[src/rtl/spmv_mem_pkg.sv]
// Shared widths and the response-entry layout for the spmv_pe memory responder.
// Constants: tag width, data width, byte-address width, byte-to-word shift.
// Types: spmv_rsp_t is one response FIFO entry, {tag, data}.
package spmv_mem_pkg;

    localparam int unsigned SPMV_TAG_W      = 3;
    localparam int unsigned SPMV_DATA_W     = 64;
    localparam int unsigned SPMV_ADDR_W     = 48;
    localparam int unsigned SPMV_WORD_SHIFT = 3;
    localparam int unsigned SPMV_RSP_W      = SPMV_TAG_W + SPMV_DATA_W;

    typedef struct packed {
        logic [SPMV_TAG_W-1:0]  tag;
        logic [SPMV_DATA_W-1:0] data;
    } spmv_rsp_t;

endpackage

[src/rtl/spmv_rsp_fifo.sv]
// Response FIFO for the memory responder.
// Ports:
//   clk, rst_n   clock, asynchronous active-low reset (empties the FIFO)
//   wr_en/wdata  enqueue one entry (ignored when full)
//   rd_en        dequeue the head (ignored when empty)
//   rdata        current head entry, combinational from storage
//   count        number of stored entries, 0..DEPTH
//   empty        no entries stored
module spmv_rsp_fifo #(
    parameter int unsigned WIDTH = 67,
    parameter int unsigned DEPTH = 16
) (
    input  logic                     clk,
    input  logic                     rst_n,
    input  logic                     wr_en,
    input  logic [WIDTH-1:0]         wdata,
    input  logic                     rd_en,
    output logic [WIDTH-1:0]         rdata,
    output logic [$clog2(DEPTH):0]   count,
    output logic                     empty
);

    localparam int unsigned PW = $clog2(DEPTH);

    logic [WIDTH-1:0] mem [DEPTH];
    logic [PW-1:0]    wr_ptr_q, rd_ptr_q;
    logic [PW:0]      cnt_q, cnt_d;
    logic             full;
    logic             do_wr, do_rd;

    assign full  = (cnt_q == (PW+1)'(DEPTH));
    assign empty = (cnt_q == '0);
    assign do_wr = wr_en & ~full;
    assign do_rd = rd_en & ~empty;
    assign rdata = mem[rd_ptr_q];
    assign count = cnt_q;

    always_comb begin
        cnt_d = cnt_q;
        case ({do_wr, do_rd})
            2'b10:   cnt_d = cnt_q + 1'b1;
            2'b01:   cnt_d = cnt_q - 1'b1;
            default: cnt_d = cnt_q;
        endcase
    end

    // Storage carries no reset; only the pointers define validity.
    always_ff @(posedge clk) begin
        if (do_wr) begin
            mem[wr_ptr_q] <= wdata;
        end
    end

    // DEPTH is a power of two, so pointers wrap naturally.
    always_ff @(posedge clk or negedge rst_n) begin
        if (!rst_n) begin
            wr_ptr_q <= '0;
            rd_ptr_q <= '0;
            cnt_q    <= '0;
        end else begin
            if (do_wr) wr_ptr_q <= wr_ptr_q + 1'b1;
            if (do_rd) rd_ptr_q <= rd_ptr_q + 1'b1;
            cnt_q <= cnt_d;
        end
    end

endmodule

[src/rtl/spmv_mem_responder.sv]
// Memory responder for the spmv_pe req_mem_*/rsp_mem_* interface.
// Executes 8-byte loads/stores against a single-port backing memory, returns load data with
// its tag after LATENCY cycles, buffers responses while the PE stalls, and throttles the PE
// with a credit counter so the response FIFO can never overflow.
// Ports:
//   clk, rst_n                        clock, asynchronous active-low reset
//   req_mem_ld/st/addr/d_or_tag       PE request (one-cycle valid)
//   req_mem_stall                     credits exhausted
//   rsp_mem_push/tag/q                registered load response
//   rsp_mem_stall                     PE cannot take responses
//   mem_rd_en/wr_en/addr/wdata/rdata  backing memory (rdata one cycle after rd_en)
//   proto_err                         sticky protocol-violation flag
// Optional: define SPMV_MEM_RSP_STATS_EN to add stat_ld_cnt, stat_st_cnt, stat_stall_cyc.
module spmv_mem_responder
    import spmv_mem_pkg::*;
#(
    parameter int unsigned LATENCY    = 10,
    parameter int unsigned FIFO_DEPTH = 16,
    parameter int unsigned MEM_AW     = 20
) (
    input  logic                   clk,
    input  logic                   rst_n,
    input  logic                   req_mem_ld,
    input  logic                   req_mem_st,
    input  logic [SPMV_ADDR_W-1:0] req_mem_addr,
    input  logic [SPMV_DATA_W-1:0] req_mem_d_or_tag,
    output logic                   req_mem_stall,
    output logic                   rsp_mem_push,
    output logic [SPMV_TAG_W-1:0]  rsp_mem_tag,
    output logic [SPMV_DATA_W-1:0] rsp_mem_q,
    input  logic                   rsp_mem_stall,
    output logic                   mem_rd_en,
    output logic                   mem_wr_en,
    output logic [MEM_AW-1:0]      mem_addr,
    output logic [SPMV_DATA_W-1:0] mem_wdata,
    input  logic [SPMV_DATA_W-1:0] mem_rdata,
`ifdef SPMV_MEM_RSP_STATS_EN
    output logic [31:0]            stat_ld_cnt,
    output logic [31:0]            stat_st_cnt,
    output logic [31:0]            stat_stall_cyc,
`endif
    output logic                   proto_err
);

    localparam int unsigned STAGES = LATENCY - 2;
    localparam int unsigned CW     = $clog2(FIFO_DEPTH) + 1;
    localparam int unsigned WLO    = SPMV_WORD_SHIFT;
    localparam int unsigned WHI    = MEM_AW + SPMV_WORD_SHIFT;

    // ---------------------------------------------------------------- accept / memory
    logic ld_acc, st_acc, acc_ok, req_any, addr_oob, viol;

    // Nothing reaches memory while reset is asserted.
    assign acc_ok  = rst_n & ~req_mem_stall;
    assign st_acc  = req_mem_st & acc_ok;
    assign ld_acc  = req_mem_ld & ~req_mem_st & acc_ok;
    assign req_any = req_mem_ld | req_mem_st;

    assign mem_rd_en = ld_acc;
    assign mem_wr_en = st_acc;
    assign mem_addr  = (ld_acc | st_acc) ? req_mem_addr[WHI-1:WLO] : '0;
    assign mem_wdata = st_acc ? req_mem_d_or_tag : '0;

    assign addr_oob = |req_mem_addr[SPMV_ADDR_W-1:WHI];
    assign viol     = (req_mem_ld & req_mem_st)
                    | (req_any & req_mem_stall)
                    | ((ld_acc | st_acc) & addr_oob);

    logic proto_err_q;
    always_ff @(posedge clk or negedge rst_n) begin
        if (!rst_n) proto_err_q <= 1'b0;
        else        proto_err_q <= proto_err_q | viol;
    end
    assign proto_err = proto_err_q;

    // ---------------------------------------------------------------- load delay line
    logic [STAGES-1:0]     dl_vld_q;
    logic [SPMV_TAG_W-1:0] dl_tag_q [STAGES];
    logic [SPMV_DATA_W-1:0] tail_data;

    always_ff @(posedge clk or negedge rst_n) begin
        if (!rst_n) begin
            dl_vld_q <= '0;
        end else begin
            for (int i = int'(STAGES) - 1; i > 0; i--) dl_vld_q[i] <= dl_vld_q[i-1];
            dl_vld_q[0] <= ld_acc;
        end
    end

    always_ff @(posedge clk) begin
        for (int i = int'(STAGES) - 1; i > 0; i--) dl_tag_q[i] <= dl_tag_q[i-1];
        dl_tag_q[0] <= req_mem_d_or_tag[SPMV_TAG_W-1:0];
    end

    // mem_rdata arrives while the tag sits in stage 0, so data joins at stage 1.
    // dl_data_q[k] is aligned with dl_vld_q[k+1].
    if (LATENCY == 3) begin : g_data_direct
        assign tail_data = mem_rdata;
    end else begin : g_data_pipe
        logic [SPMV_DATA_W-1:0] dl_data_q [LATENCY-3];
        always_ff @(posedge clk) begin
            for (int i = int'(LATENCY) - 4; i > 0; i--) dl_data_q[i] <= dl_data_q[i-1];
            dl_data_q[0] <= mem_rdata;
        end
        assign tail_data = dl_data_q[LATENCY-4];
    end

    // ---------------------------------------------------------------- response FIFO
    spmv_rsp_t       fifo_wdata, fifo_rdata;
    logic [CW-1:0]   fifo_count;
    logic            fifo_empty;
    logic            pop;

    assign fifo_wdata = '{tag: dl_tag_q[STAGES-1], data: tail_data};
    assign pop        = ~rsp_mem_stall & ~fifo_empty;

    spmv_rsp_fifo #(
        .WIDTH (SPMV_RSP_W),
        .DEPTH (FIFO_DEPTH)
    ) u_fifo (
        .clk   (clk),
        .rst_n (rst_n),
        .wr_en (dl_vld_q[STAGES-1]),
        .wdata (fifo_wdata),
        .rd_en (pop),
        .rdata (fifo_rdata),
        .count (fifo_count),
        .empty (fifo_empty)
    );

    // ---------------------------------------------------------------- output register
    logic                   push_q;
    logic [SPMV_TAG_W-1:0]  tag_q;
    logic [SPMV_DATA_W-1:0] data_q;

    // Tag/data hold their last value while no head is popped.
    always_ff @(posedge clk or negedge rst_n) begin
        if (!rst_n) begin
            push_q <= 1'b0;
            tag_q  <= '0;
            data_q <= '0;
        end else begin
            push_q <= pop;
            if (pop) begin
                tag_q  <= fifo_rdata.tag;
                data_q <= fifo_rdata.data;
            end
        end
    end

    assign rsp_mem_push = push_q;
    assign rsp_mem_tag  = tag_q;
    assign rsp_mem_q    = data_q;

    // ---------------------------------------------------------------- credits
    // Outstanding = loads in the delay line + FIFO entries. The output register is not
    // counted: a popped response is already handed to the PE.
    logic [CW-1:0] out_q, out_d;

    always_comb begin
        out_d = out_q;
        case ({ld_acc, pop})
            2'b10:   out_d = out_q + 1'b1;
            2'b01:   out_d = out_q - 1'b1;
            default: out_d = out_q;
        endcase
    end

    always_ff @(posedge clk or negedge rst_n) begin
        if (!rst_n) out_q <= '0;
        else        out_q <= out_d;
    end

    assign req_mem_stall = (out_q >= CW'(FIFO_DEPTH));

    logic unused_sink;
    assign unused_sink = ^{req_mem_addr[WLO-1:0], fifo_count};

    // ---------------------------------------------------------------- statistics
`ifdef SPMV_MEM_RSP_STATS_EN
    logic [31:0] ld_cnt_q, st_cnt_q, stall_cyc_q;

    always_ff @(posedge clk or negedge rst_n) begin
        if (!rst_n) begin
            ld_cnt_q    <= '0;
            st_cnt_q    <= '0;
            stall_cyc_q <= '0;
        end else begin
            if (ld_acc && ld_cnt_q != '1) ld_cnt_q <= ld_cnt_q + 1'b1;
            if (st_acc && st_cnt_q != '1) st_cnt_q <= st_cnt_q + 1'b1;
            if (rsp_mem_stall && !fifo_empty && stall_cyc_q != '1) begin
                stall_cyc_q <= stall_cyc_q + 1'b1;
            end
        end
    end

    assign stat_ld_cnt    = ld_cnt_q;
    assign stat_st_cnt    = st_cnt_q;
    assign stat_stall_cyc = stall_cyc_q;
`endif

endmodule

[config.mk]
export PLATFORM = sky130hd
export DESIGN_NAME = spmv_mem_responder
export DESIGN_NICKNAME = d
export VERILOG_FILES = /design/src/rtl/spmv_mem_pkg.sv /design/src/rtl/spmv_rsp_fifo.sv /design/src/rtl/spmv_mem_responder.sv
export SDC_FILE = /design/constraint.sdc
export NUM_CORES = 2
export LEC_CHECK = 0
export BUFFER_PORTS_ARGS = -buffer_cell sky130_fd_sc_hd__buf_2
export CORE_ASPECT_RATIO = 0.7
export CORE_MARGIN = 1.5
export CORE_UTILIZATION = 55
export CTS_CLUSTER_SIZE = 25
export DETAILED_ROUTE_END_ITERATION = 10
export PLACE_DENSITY_LB_ADDON = 0.25
export SYNTH_ARGS = -nofsm -noshare
export SYNTH_HDL_FRONTEND = slang
export SYNTH_SLANG_ARGS = --single-unit
export TNS_END_PERCENT = 30
[constraint.sdc]
create_clock -name clk -period 19.5 [get_ports clk]
set_input_delay 1.95 -clock clk [delete_from_list [all_inputs] [get_ports clk]]
set_output_delay 1.95 -clock clk [all_outputs]
set_load 0.02 [all_outputs]
==> reports/metrics.cfg <==
[status]
run_status = finished clean

[setup_path]
timing.rr.end = u_fifo.mem[1][9]
end_kind = output pin
startpoint_type = input port
reg2reg_slack_ns = 15.46
path_cells = buf_6 -> buf_4 -> nand4bb_1 -> inv_1 -> buf_2
cpPeakStageDelay_ns = 0.89
cp-startpoint = rst_n
criticalPathCategory = in2out
cp_slowest_cell = buf_4
cp.required_ns = 17.55
reg2reg_from = u_fifo.count[1]
arrival_ns = 3.89
crit_end = mem_rd_en
crit_fanout = 63
worst-r2r-cell-count = 6

[floorplan]
core_um2 = 98010
die_h_um = 266.1
die-area_um2 = 100800
die_w_um = 378.8
io_pins = 337
start_util = 0.5548
placementRows = 96

[synthesis]
ys_top_cells_by_count = 1072 x edfxtp_1, 472 x dfxtp_1, 268 x mux4_2
async_flop_share = 0.05796
synthAdderAreaFrac = 0.003175
postSynthCellCount = 2517
synth_edf_count = 1072
synth_xor_area_frac = 0.002577
synth_top_family_by_area = multiplexers
ys_ff_latch = 1639
synth_nets = 2711
avgSynthCellArea_um2 = 21.60
ys_dominant_reg_cell = edfxtp_1
synth_top_cell_by_area = edfxtp_1
synth_warnings = 0
synth_top_area_share = 0.5920
synth_cell_types = 48
seq_area_frac_synth = 0.8095
synthMuxAreaShare = 0.1237
synthSimpleGateAreaFrac = 0.01677
synth_area_um2 = 54380
synth.top_cells.by_area = edfxtp_1 59%, dfxtp_1 17%, mux4_2 11%
synth_compound_area_frac = 0.02911
yosysMostFrequentCell = edfxtp_1

[timing]
hold_viol = 0
fin_crit_sh = 0.2993
worst_pin_slew_ns = 1.217
fmax_ghz = 0.1713
maxSlewHeadroom = 0.1841
tns_ns = 0
setup_viol = 0
skew_ns = 0.02485
grt_setup_unrepaired = no
slew_viol_final = 0
hold_ws_ns = 0.3143
min_period_ns = 5.837

[drt]
routed_wl_mm = 111.0
post_drt_wl_per_cell_um = 25.42
drtAntennaViolNets = 0
drt-pass1-iter-count = 7
viasPerCell = 5.763
dr.first_iter.drc_count = 2548
vias = 25160
drc = 0

[final_layout]
area_growth_pct = 14.67
final_core_util = 0.6362
drive_above_1_share = 0.2967
num-fill-cells = 6591
n_antenna_cell = 0
final_cells = 4366
stdcell_area_um2 = 62350
final_nets = 3114

[clock_tree]
cts_made_buffers = 145
cts_root_buf = clkbuf_16
cts_resized = 0
hold_buffers = 0
post_cts_buffers = 0
cts_tree = done
worstSkewPairLatency_ns = 0.77
cts.path.max_buffers = 3
clk_transition_reported_paths_ns = 0.06
h-tree-depth = 4
cts.sinks = 1639

[pwr]
powerDensity_nw_per_um2 = 139.3
vdd_drop_max_v = 0.00009902
p_leak_uw = 0.02221

[hold_path]
hold_depth = 0
hold_path.class = reg2reg

[flow_run]
maxCapViolations = 0

[global_routing]
grt_overflow_total = 0
grt_start_max_net_pins = 119
grt.total_usage = 0.2239
grt_pass1_vias = 25590
grt_pass1_wl_mm = 164.4
antenna_found_initial = 0

[place]
place_congestion = 0.8158
io_buffers = 333
dpl_cell_area_um2 = 57420
dp_hpwl_mm = 55.58
dp.cells = 4096

==> per-stage QoR <==
step                total power, uW  setup slack (ns)
detailed placement             5875             13.54
global placement               5830             13.60
CTS                            8781             13.52
global route                   9025             13.35
finish                         8686             13.66
floorplan                      5423             13.27
==> cell type report <==
| cell class | count | area (um^2) | share of cell area |
|---|---|---|---|
| sequential | 1639 | 44030 | 0.7062 |
| inverter | 7 | 26.28 | 0.0004214 |
| clock inverter | 52 | 628.1 | 0.01007 |
| timing repair buffer | 379 | 2043 | 0.03277 |
| tap | 1323 | 1655 | 0.02655 |
| clock buffer | 218 | 4303 | 0.06901 |
| multi-input combinational | 748 | 9664 | 0.1550 |
==> cell usage in the layout (no fill, tap or decap), drive strengths merged, types with 6 or more instances in the layout <==
cell type / instances
a211oi: 67
a21o: 68
a21oi: 6
and2: 86
buf: 379
bufinv: 11
clkbuf: 218
clkinv: 28
dfrtp: 95
dfxtp: 472
edfxtp: 1072
ha: 13
inv: 18
mux2i: 67
mux4: 268
nand2: 13
nor2: 21
nor4: 6
o21ai: 7
o22ai: 67
xnor2: 7
xor2: 9
==> worst min-delay path by stage <==
stage / from / end / slack (ns)
2_1_floorplan: dl_tag_q[0][7] / dl_tag_q[0][10] / 0.31
3_3_place_gp: g_data_pipe.dl_data_q[0][1] / g_data_pipe.dl_data_q[0][65] / 0.31
3_5_place_dp: g_data_pipe.dl_data_q[0][51] / g_data_pipe.dl_data_q[0][115] / 0.31
4_1_cts: g_data_pipe.dl_data_q[0][133] / g_data_pipe.dl_data_q[0][197] / 0.31
5_1_grt: g_data_pipe.dl_data_q[0][31] / g_data_pipe.dl_data_q[0][95] / 0.32
6_report: g_data_pipe.dl_data_q[0][68] / g_data_pipe.dl_data_q[0][132] / 0.31
==> report_power, final <==
group          internal, uW  total (uW)  switching, uW  leakage (uW)
clock network          1680        2910           1220       0.00244
logic                   807        1720            909       0.00502
registers              3880        4060            183        0.0148
==> registers in the layout, indices dropped and copies added (netlist names) <==
| name | flops |
|---|---|
| u_fifo.mem | 1072 |
| g_data_pipe.dl_data_q | 448 |
| rsp_mem_q | 64 |
| dl_tag_q | 24 |
| dl_vld_q | 8 |
| out_q | 5 |
| u_fifo.count | 5 |
| u_fifo.rd_ptr_q | 4 |
| u_fifo.wr_ptr_q | 4 |
| rsp_mem_tag | 3 |
| proto_err | 1 |
| rsp_mem_push | 1 |
==> layer usage <==
layer	vias up	track usage	routed length [um]
met1	13310	0.3290	48210
li1	10820	-	-
met3	150	0.04151	7705
met5	-	0	0
met2	884	0.3505	53180
met4	0	0.05805	1865
==> kinds of logic after synthesis <==
kind of cell / Yosys count
simple gates: 156
fa+ha+maj: 14
flops: 1639
buf+inv: 130
xor+xnor: 16
compound gates: 225
mux: 337
==> worst max-delay path: cells and delay by family <==
family | cells | cell delay, ns
buffers and inverters | 4 | 1.57
AND/OR/NAND/NOR | 1 | 0.32
No activity file was read; power rests on OpenSTA's default activity.
